[config.mk]
export PLATFORM = sky130hd
export DESIGN_NAME = mem_port_arbiter
export DESIGN_NICKNAME = d
export VERILOG_FILES = /design/src/rtl/mem_arb_pkg.sv /design/src/rtl/arb_prio_sel.sv /design/src/rtl/mem_port_arbiter.sv
export SDC_FILE = /design/constraint.sdc
export NUM_CORES = 1
export LEC_CHECK = 0
export CORE_MARGIN = 2
export CORE_UTILIZATION = 38
export DETAILED_ROUTE_END_ITERATION = 8
export PLACE_DENSITY = 0.95
export SYNTH_ARGS = -nofsm -noshare
export SYNTH_HDL_FRONTEND = slang
export SYNTH_HIERARCHICAL = 1
export SYNTH_SLANG_ARGS = --single-unit
[constraint.sdc]
create_clock -name clk_i -period 3.5 [get_ports clk_i]
set_input_delay 0.7 -clock clk_i [delete_from_list [all_inputs] [get_ports clk_i]]
set_output_delay 0.7 -clock clk_i [all_outputs]
set_load 0.005 [all_outputs]
[src/rtl/mem_arb_pkg.sv]
// mem_arb_pkg: shared types and constants for the memory port arbiter
package mem_arb_pkg;
    typedef enum logic [1:0] {OWN_NONE, OWN_IF, OWN_D} owner_t;
    typedef enum logic {IDLE, RD_BUSY} state_t;
    localparam logic [3:0] BE_WORD = 4'b1111;
endpackage

[src/rtl/arb_prio_sel.sv]
// arb_prio_sel: data-over-fetch priority with a starvation streak counter
module arb_prio_sel #(
    parameter int STARVE_LIMIT = 4
) (
    input  logic clk_i,
    input  logic rst_i,
    input  logic en_i,
    input  logic if_req_i,
    input  logic d_req_i,
    output logic if_gnt_o,
    output logic d_gnt_o
);
    localparam int SW = $clog2(STARVE_LIMIT + 1);
    logic [SW-1:0] streak_q, streak_d;
    logic          if_win;
    always_comb begin
        if_win   = if_req_i && (!d_req_i || streak_q == SW'(STARVE_LIMIT));
        if_gnt_o = en_i && if_win;
        d_gnt_o  = en_i && d_req_i && !if_win;
        streak_d = (!if_req_i || if_gnt_o) ? '0 :
                   (d_gnt_o && streak_q != SW'(STARVE_LIMIT)) ? streak_q + 1'b1 : streak_q;
    end
    always_ff @(posedge clk_i or negedge rst_i) begin
        if (!rst_i) streak_q <= '0;
        else        streak_q <= streak_d;
    end
endmodule

[src/rtl/mem_port_arbiter.sv]
// mem_port_arbiter: shares one fixed-latency single-port memory between fetch and data ports
module mem_port_arbiter
    import mem_arb_pkg::*;
#(
    parameter int WIDTH        = 32,
    parameter int ADDR_W       = 16,
    parameter int MEM_LATENCY  = 2,
    parameter int STARVE_LIMIT = 4
) (
    input  logic              clk_i,
    input  logic              rst_i,
    input  logic              if_req_i,
    input  logic [WIDTH-1:0]  if_addr_i,
    output logic              if_gnt_o,
    output logic              if_rvalid_o,
    output logic [WIDTH-1:0]  if_rdata_o,
    input  logic              d_req_i,
    input  logic              d_we_i,
    input  logic [3:0]        d_be_i,
    input  logic [WIDTH-1:0]  d_addr_i,
    input  logic [WIDTH-1:0]  d_wdata_i,
    output logic              d_gnt_o,
    output logic              d_rvalid_o,
    output logic [WIDTH-1:0]  d_rdata_o,
    output logic              mem_req_o,
    output logic              mem_we_o,
    output logic [3:0]        mem_be_o,
    output logic [ADDR_W-1:0] mem_addr_o,
    output logic [WIDTH-1:0]  mem_wdata_o,
    input  logic [WIDTH-1:0]  mem_rdata_i,
    output logic              stall_if_o,
    output logic              stall_mem_o
);
    localparam int LW = MEM_LATENCY > 1 ? $clog2(MEM_LATENCY) : 1;
    state_t           state_q, state_d;
    owner_t           owner_q, owner_d;
    logic [LW-1:0]    lat_q, lat_d;
    logic [WIDTH-1:0] if_rdata_q, d_rdata_q;
    logic             busy, waiting, rd_issue;
    logic             unused_addr_hi;
    assign unused_addr_hi = ^{if_addr_i[WIDTH-1:ADDR_W], d_addr_i[WIDTH-1:ADDR_W]};
    assign busy    = state_q == RD_BUSY;
    assign waiting = busy && lat_q != '0;
    // Gating with rst_i keeps every output low while reset is asserted.
    arb_prio_sel #(.STARVE_LIMIT(STARVE_LIMIT)) u_sel (
        .clk_i    (clk_i),
        .rst_i    (rst_i),
        .en_i     (rst_i && !waiting),
        .if_req_i (if_req_i),
        .d_req_i  (d_req_i),
        .if_gnt_o (if_gnt_o),
        .d_gnt_o  (d_gnt_o)
    );
    always_comb begin
        mem_req_o   = if_gnt_o || d_gnt_o;
        mem_we_o    = d_gnt_o && d_we_i;
        mem_be_o    = if_gnt_o ? BE_WORD : d_gnt_o ? d_be_i : 4'b0000;
        mem_addr_o  = if_gnt_o ? if_addr_i[ADDR_W-1:0] : d_gnt_o ? d_addr_i[ADDR_W-1:0] : '0;
        mem_wdata_o = mem_we_o ? d_wdata_i : '0;
        if_rvalid_o = busy && lat_q == '0 && owner_q == OWN_IF;
        d_rvalid_o  = busy && lat_q == '0 && owner_q == OWN_D;
        if_rdata_o  = if_rvalid_o ? mem_rdata_i : if_rdata_q;
        d_rdata_o   = d_rvalid_o ? mem_rdata_i : d_rdata_q;
        stall_if_o  = rst_i && ((if_req_i && !if_gnt_o) || (owner_q == OWN_IF && waiting));
        stall_mem_o = rst_i && ((d_req_i && !d_gnt_o) || (owner_q == OWN_D && waiting));
        rd_issue    = mem_req_o && !mem_we_o;
        state_d     = (rd_issue || waiting) ? RD_BUSY : IDLE;
        lat_d       = rd_issue ? LW'(MEM_LATENCY - 1) : waiting ? lat_q - 1'b1 : '0;
        owner_d     = rd_issue ? (if_gnt_o ? OWN_IF : OWN_D) : waiting ? owner_q : OWN_NONE;
    end
    always_ff @(posedge clk_i or negedge rst_i) begin
        if (!rst_i) begin
            state_q    <= IDLE;
            owner_q    <= OWN_NONE;
            lat_q      <= '0;
            if_rdata_q <= '0;
            d_rdata_q  <= '0;
        end else begin
            state_q <= state_d;
            owner_q <= owner_d;
            lat_q   <= lat_d;
            if (if_rvalid_o) if_rdata_q <= mem_rdata_i;
            if (d_rvalid_o)  d_rdata_q  <= mem_rdata_i;
        end
    end
endmodule

==> results_dict.tcl, run 1 <==
set metrics [dict create \
    synth.most_common_cell "dfrtp_1" \
    synth-edff-count 0 \
    synth_cells 254 \
    synth_commonest_cells "71 x dfrtp_1, 58 x mux2_4, 32 x and3_1" \
    fp.coreArea_sq_um 9240 \
    synth_top_area_cell "dfrtp_1" \
    end_kind "output port" \
    die_y_microns 101 \
    root_buffer "clkbuf_8" \
    antennaDiodeCount 0 \
    area_delta_synth_final_pct 69.9 \
    wl_per_cell_microns 16.9 \
    drv_cap 0 \
    final_antenna_net_count 0 \
    grt-ovfl-total 0 \
    maxSlewHeadroom_pct 40.4 \
    crit_fanout 16 \
    grt_max_degree 74 \
    fmax_mhz 305 \
    combPwrFrac_pct 45.2 \
    rsz0062_at_grt "no" \
    cp.arrival_ns 2.57 \
    synth_seq_area_share_pct 49.3 \
    drc_errors 0 \
    clk_latency_ns 0.34 \
    cts_tree "built" \
    num_vias 2942 \
    async_flop_share_pct 100 \
    drive_gt1_share_pct 21.1 \
    fin_skew_ns 0.00998 \
    p_clk_share_pct 18.3 \
    avgSynthCellArea_sq_um 14.2 \
    die_area_sq_um 10300 \
    drtIter0Drc 74 \
    p_per_area_nw_per_um2 544 \
    wl_microns 10400 \
    hp-class "flip-flop to flip-flop" \
    synth_cell_types 36 \
    cts_htree_levels 3 \
    cts.sinks 71 \
    synth.cell_area_sq_um 3610 \
    worstPathRequired_ns 2.80 \
    boundaryPins 261 \
    hold_viol 0 \
    initial_core_util_pct 39.0 \
    clock_path_buffers 2 \
    yosysTopAreaCellShare_pct 49.3 \
    yosys_warnings 6 \
    syn-num-nets 393 \
    grt_usage_pct 20.0 \
    power.leakage_nw 2.71 \
    synthTopCellsByArea "dfrtp_1 49%, mux2_4 24%, and3_1 5.5%" \
    peakVddDrop_mv 0.326 \
    routed_via_density 4.77 \
    postSynth.topFlopCell "dfrtp_1" \
    fin_tns_setup_ns 0 \
    worst_slew_pin_slew_ns 0.893 \
    final_max_slew_viol_count 0 \
    nets 622 \
    p_int_w 0.00248 \
    finalCritPeriodShare_pct 93.6 \
    p_sw_w 0.000852 \
    gp_congestion 0.747 \
    antenna_found_initial 0 \
    pre_cts_ws_ns 0.237 \
    synth_seq_cells 71 \
    ctsHoldBuffers 0 \
    fillers 661 \
    reg2reg_slack_ns 1.70 \
    finalSetupViolations 0 \
    grt_pass1_wl_microns 16000 \
    grt_pass1_vias 3189 \
    rows 35 \
    io_buffers 228 \
    fin_util_pct 66.3 \
    dr.pass1.iters 4 \
    start_kind "input pin" \
    clkTransAtPathRegs_ns 0.06 \
    cts_buffers 9 \
    place_hpwl_microns 8070 \
    setup_ws_ns 0.225 \
    dieWidth_microns 101 \
    p_seq_share_pct 36.5 \
    fin_crit_ns 3.27 \
    outcome "completed" \
    path_class "input pin to output port" \
    p_sw_share_pct 25.5 \
]
[final timing paths]
path | from | cells past startpoint | end
max | d_req_i | 7 | mem_addr_o[2]
min | if_rdata_q[23]$_DFF_PN0_ | 1 | if_rdata_q[23]$_DFF_PN0_
max reg2reg | lat_q$_DFF_PN0_ | 7 | owner_q[0]$_DFFE_PN0P_
min reg2reg | if_rdata_q[23]$_DFF_PN0_ | 1 | if_rdata_q[23]$_DFF_PN0_
max in group asynchronous | rst_i | 2 | d_rdata_q[24]$_DFF_PN0_
min in group asynchronous | rst_i | 2 | if_rdata_q[16]$_DFF_PN0_
[power by group through the flow]
stage	clock (W)	sequential, W	combinational (W)
5_1_grt	0.000684	0.00125	0.00161
3_5_place_dp	0	0.00124	0.00152
6_report	0.000611	0.00122	0.00151
3_3_place_gp	0	0.00121	0.00148
2_1_floorplan	0	0.00120	0.000630
4_1_cts	0.000638	0.00122	0.00153
[cells by family (layout without fill, tap and decap cells)]
| logic type | Yosys count | after routing | synth area share (%) |
|---|---|---|---|
| compound gates | 32 | 32 | 7.08 |
| fa+ha+maj | 2 | 2 | 0.694 |
| buf+inv | 26 | 260 | 6.21 |
| flops | 71 | 71 | 49.3 |
| mux | 64 | 64 | 26.0 |
| simple gates | 59 | 59 | 10.8 |
[critical path: stages]
cell	delay [ns]
clkdlybuf4s50_1	0.48
nand2_1	0.09
a31oi_2	0.25
nor2b_1	0.17
buf_4	0.21
a22o_1	0.15
clkdlybuf4s50_1	0.51
[layer usage]
metal,GRT usage [%],up-vias,wire length (microns)
li1,-,1369,-
met1,22.3,1436,4020
met2,37.6,130,5670
met3,5.24,7,643
met4,4.78,0,101
met5,0,-,0
[cell usage in the layout, fill, tap and decap left out, types with 3 or more instances in the layout]
master / Yosys / routed
inv_1: 4 / 4
and3_1: 32 / 32
mux2_2: 6 / 6
a22o_1: 16 / 16
nor2_1: 3 / 3
nand2_1: 5 / 5
a21o_1: 4 / 4
buf_4: 1 / 12
nand4b_1: 3 / 3
mux2_4: 58 / 58
clkbuf_8: 0 / 11
clkdlybuf4s50_1: 0 / 227
a21boi_0: 3 / 3
dfrtp_1: 71 / 71
[through the flow]
step           total power [W]  hold slack, ns  instance area (sq um)  cells
3_5_place_dp           0.00275           0.479                   5940    601
4_1_cts                0.00339           0.495                   6130    617
2_1_floorplan          0.00183           0.404                   3610    254
5_1_grt                0.00354           0.502                   6130    617
3_3_place_gp           0.00269           0.475                   5940    601
6_report               0.00334           0.491                   6130    617
[state kept, by name (all words and copies together) (netlist names)]
register / count
lat_q: 1
busy: 1
u_sel/streak_q: 3
owner_q: 2
d_rdata_q: 32
if_rdata_q: 32
[area by class of cell]
cell class	instances	area, sq um	area share [%]
inverter	4	15.0	0.245
clock buffer	11	151	2.47
sequential	71	1780	29.0
timing repair buffer	240	2370	38.6
tap	129	161	2.63
clock inverter	5	38.8	0.633
multi-input combinational	157	1620	26.4
[timing repair]
item,in CTS,in global routing
buffers inserted,0,0
endpoints found under the setup margin,0,9
gates resized for setup,0,1
Note: power is estimated with default switching activity, not from simulation.
==> inputs of run 2 (changes only) <==
- ABC_AREA: default -> 1
- MAX_ROUTING_LAYER: default -> met4
- SLEW_MARGIN: default -> 15
==> run 2 against run 1 <==
Non-clock buffer count increased by 7. Design area increased by 1.1%. Die area decreased by 0.36%. Largest power group unchanged.
==> results_dict.tcl, run 2 <==
set metrics [dict create \
    place_hpwl_microns 9850 \
    power.leakage_nw 3.13 \
    io_buffers 228 \
    p_per_area_nw_per_um2 574 \
    synth.most_common_cell "nand2_1" \
    ctsHoldBuffers 0 \
    cp.arrival_ns 2.73 \
    crit_fanout 32 \
    synth_xor_area_share_pct 0 \
    synth_top_area_cell "dfrtp_1" \
    grt_pass1_wl_microns 19400 \
    dpl_cell_area_sq_um 5900 \
    synth_commonest_cells "196 x nand2_1, 71 x dfrtp_1, 69 x nand3_1" \
    wl_met2_microns 6730 \
    rsz0062_at_grt "yes" \
    drc_errors 0 \
    fp.coreArea_sq_um 9200 \
    antennaDiodeCount 0 \
    layout_commonest_cell "clkdlybuf4s50_1" \
    synth-edff-count 0 \
    synthTopCellsByArea "dfrtp_1 49%, nand2_1 20%, nand3_1 9.6%" \
    top_regs "d_rdata_q (32), if_rdata_q (32), u_sel/streak_q (3)" \
    final_antenna_net_count 0 \
    hold_viol 0 \
    wl_per_cell_microns 15.3 \
    drtIter0Drc 187 \
    boundaryPins 261 \
    synth_seq_area_share_pct 49.4 \
    fmax_mhz 292 \
    synth-simple-area-share_pct 36.8 \
    finalSetupViolations 0 \
    cts_buffers 9 \
    synth_cells 469 \
    postSynth.topFlopCell "dfrtp_1" \
    root_buffer "clkbuf_8" \
    drv_cap 0 \
    reg2regPathDepth 11 \
    mostFrequentLayoutCells "225 x clkdlybuf4s50_1, 196 x nand2_1, 71 x dfrtp_1" \
    clock_path_buffers 2 \
    grt_max_degree 72 \
    grt_pass1_vias 3931 \
    synth_fa_ha_area_share_pct 0.696 \
    p_total_w 0.00356 \
    routed_via_density 4.84 \
    grt_usage_pct 25.4 \
    start_kind "input pin" \
    dieWidth_microns 101 \
    final_max_slew_viol_count 0 \
    grt-ovfl-total 0 \
    wl_microns 12500 \
    synth_compound_area_share_pct 1.50 \
    cts_tree "built" \
    clk_latency_ns 0.33 \
    dr.pass1.iters 4 \
    maxSlewHeadroom_pct 42.4 \
    rows 35 \
    clkTransAtPathRegs_ns 0.07 \
    synth.cell_area_sq_um 3590 \
    final_area_sq_um 6200 \
    avgSynthCellArea_sq_um 7.66 \
    syn-num-nets 608 \
    startpoint "d_req_i" \
    gp_congestion 0.863 \
    synth_seq_cells 71 \
    fin_skew_ns 0.0127 \
    rr_startpoint "u_sel/streak_q[0]$_DFFE_PN0P_" \
    die_y_microns 101 \
    peakVddDrop_mv 0.273 \
    nets 840 \
    reg2reg_slack_ns 1.40 \
    synth_top_family_by_area "simple AND/OR/NAND/NOR gates" \
    initial_core_util_pct 39.1 \
    synth_cell_types 22 \
    cts.sinks 71 \
    area_delta_synth_final_pct 72.5 \
    die_area_sq_um 10300 \
    drive_gt1_share_pct 7.37 \
    rr_endpoint "owner_q[1]$_DFFE_PN0P_" \
    outcome "completed" \
    worstPathRequired_ns 2.80 \
    finalCritPeriodShare_pct 98.0 \
    yosys_warnings 6 \
    end_kind "output port" \
    worst_slew_pin_slew_ns 0.864 \
    whs_path_depth 2 \
    wl_met1_microns 4410 \
    antenna_found_initial 0 \
    crit_path_end "mem_wdata_o[25]" \
    hold_ws_ns 0.475 \
    yosysTopAreaCellShare_pct 49.4 \
    highest-signal-layer "met4" \
    async_flop_share_pct 100 \
    path_class "input pin to output port" \
    fin_crit_ns 3.43 \
    synthMuxAreaShare_pct 0 \
    hp-class "flip-flop to flip-flop" \
    route.met3.wl_microns 811 \
    num_vias 3951 \
    cts_htree_levels 3 \
]
-- run 2: changes by cell type after synthesis, sizes merged, moves of 3 or more --
cell,delta
clkbuf,-10
a21boi,-4
nor3b,-3
nor2,+38
and3,-33
mux2,-64
nand2,+195
a21oi,+3
nand3,+68
nand4b,-3
a22o,-16
inv,+46
a21o,-4
buf,+14
-- run 2: area by class of cell --
| cell class | instances | area (sq um) |
|---|---|---|
| clock inverter | 5 | 104 |
| fill | 689 | 3000 |
| sequential | 71 | 1780 |
| timing repair buffer | 247 | 2440 |
| clock buffer | 11 | 141 |
| multi-input combinational | 322 | 1410 |
| tap | 111 | 139 |
| inverter | 50 | 188 |
-- run 2: cell families (layout without fill, tap and decap cells) --
logic type                 after synthesis  count (layout)
buffers and inverters                   76             313
adders and majority gates                2               2
DFF                                     71              71
AOI/OAI and AO/OA                        7               7
and+or+nand+nor                        313             313
-- run 2: routing by layer --
metal | vias up | global-route usage (%)
li1 | 1899 | -
met5 | - | -
met2 | 195 | 45.7
met4 | 0 | 11.7
met3 | 31 | 4.97
met1 | 1826 | 26.6
-- run 2: worst min-delay path by stage --
stage / startpoint / to / slack, ns
floorplan: rst_i / busy$_DFF_PN0_ / 0.40
global placement: d_rdata_q[26]$_DFF_PN0_ / d_rdata_q[26]$_DFF_PN0_ / 0.45
detailed placement: d_rdata_q[10]$_DFF_PN0_ / d_rdata_q[10]$_DFF_PN0_ / 0.46
CTS: d_rdata_q[10]$_DFF_PN0_ / d_rdata_q[10]$_DFF_PN0_ / 0.48
global route: if_rdata_q[26]$_DFF_PN0_ / if_rdata_q[26]$_DFF_PN0_ / 0.48
finish: d_rdata_q[25]$_DFF_PN0_ / d_rdata_q[25]$_DFF_PN0_ / 0.47
-- run 2: what timing repair did --
| item | CTS | global route |
|---|---|---|
| pin swaps | 2 | 2 |
| gates resized for setup | 0 | 4 |
| setup endpoints to repair | 7 | 25 |
| gates cloned | 0 | 0 |
| buffers inserted | 6 | 0 |
-- run 2: report_power, final --
group	switching, W	internal, W	total, W	leakage (nW)
Sequential	0.000103	0.00116	0.00126	0.849
Clock	0.000298	0.000495	0.000793	0.124
Combinational	0.000628	0.000874	0.00150	2.16
Total	0.00103	0.00253	0.00356	3.13
-- run 2: per-stage QoR --
stage | std cells | setup slack (ns) | TNS [ns] | util (%)
final | 817 | 0.0717 | 0 | 67.4
after global routing | 817 | -0.0179 | -0.0572 | 67.4
after CTS | 817 | 0.0550 | 0 | 67.3
after detailed placement | 795 | -0.0789 | -0.129 | 64.1
after global placement | 795 | 0.0213 | 0 | 64.1
after floorplan | 469 | 0.698 | 0 | -
-- run 2: worst max-delay path, cell delays in order --
cell and delay [ns]:
clkdlybuf4s50_1 0.50, inv_2 0.07, a21oi_4 0.11, nor2_1 0.06
nor3_2 0.15, buf_4 0.16, nand2_2 0.10, buf_12 0.18
nor2_1 0.12, clkdlybuf4s50_1 0.56
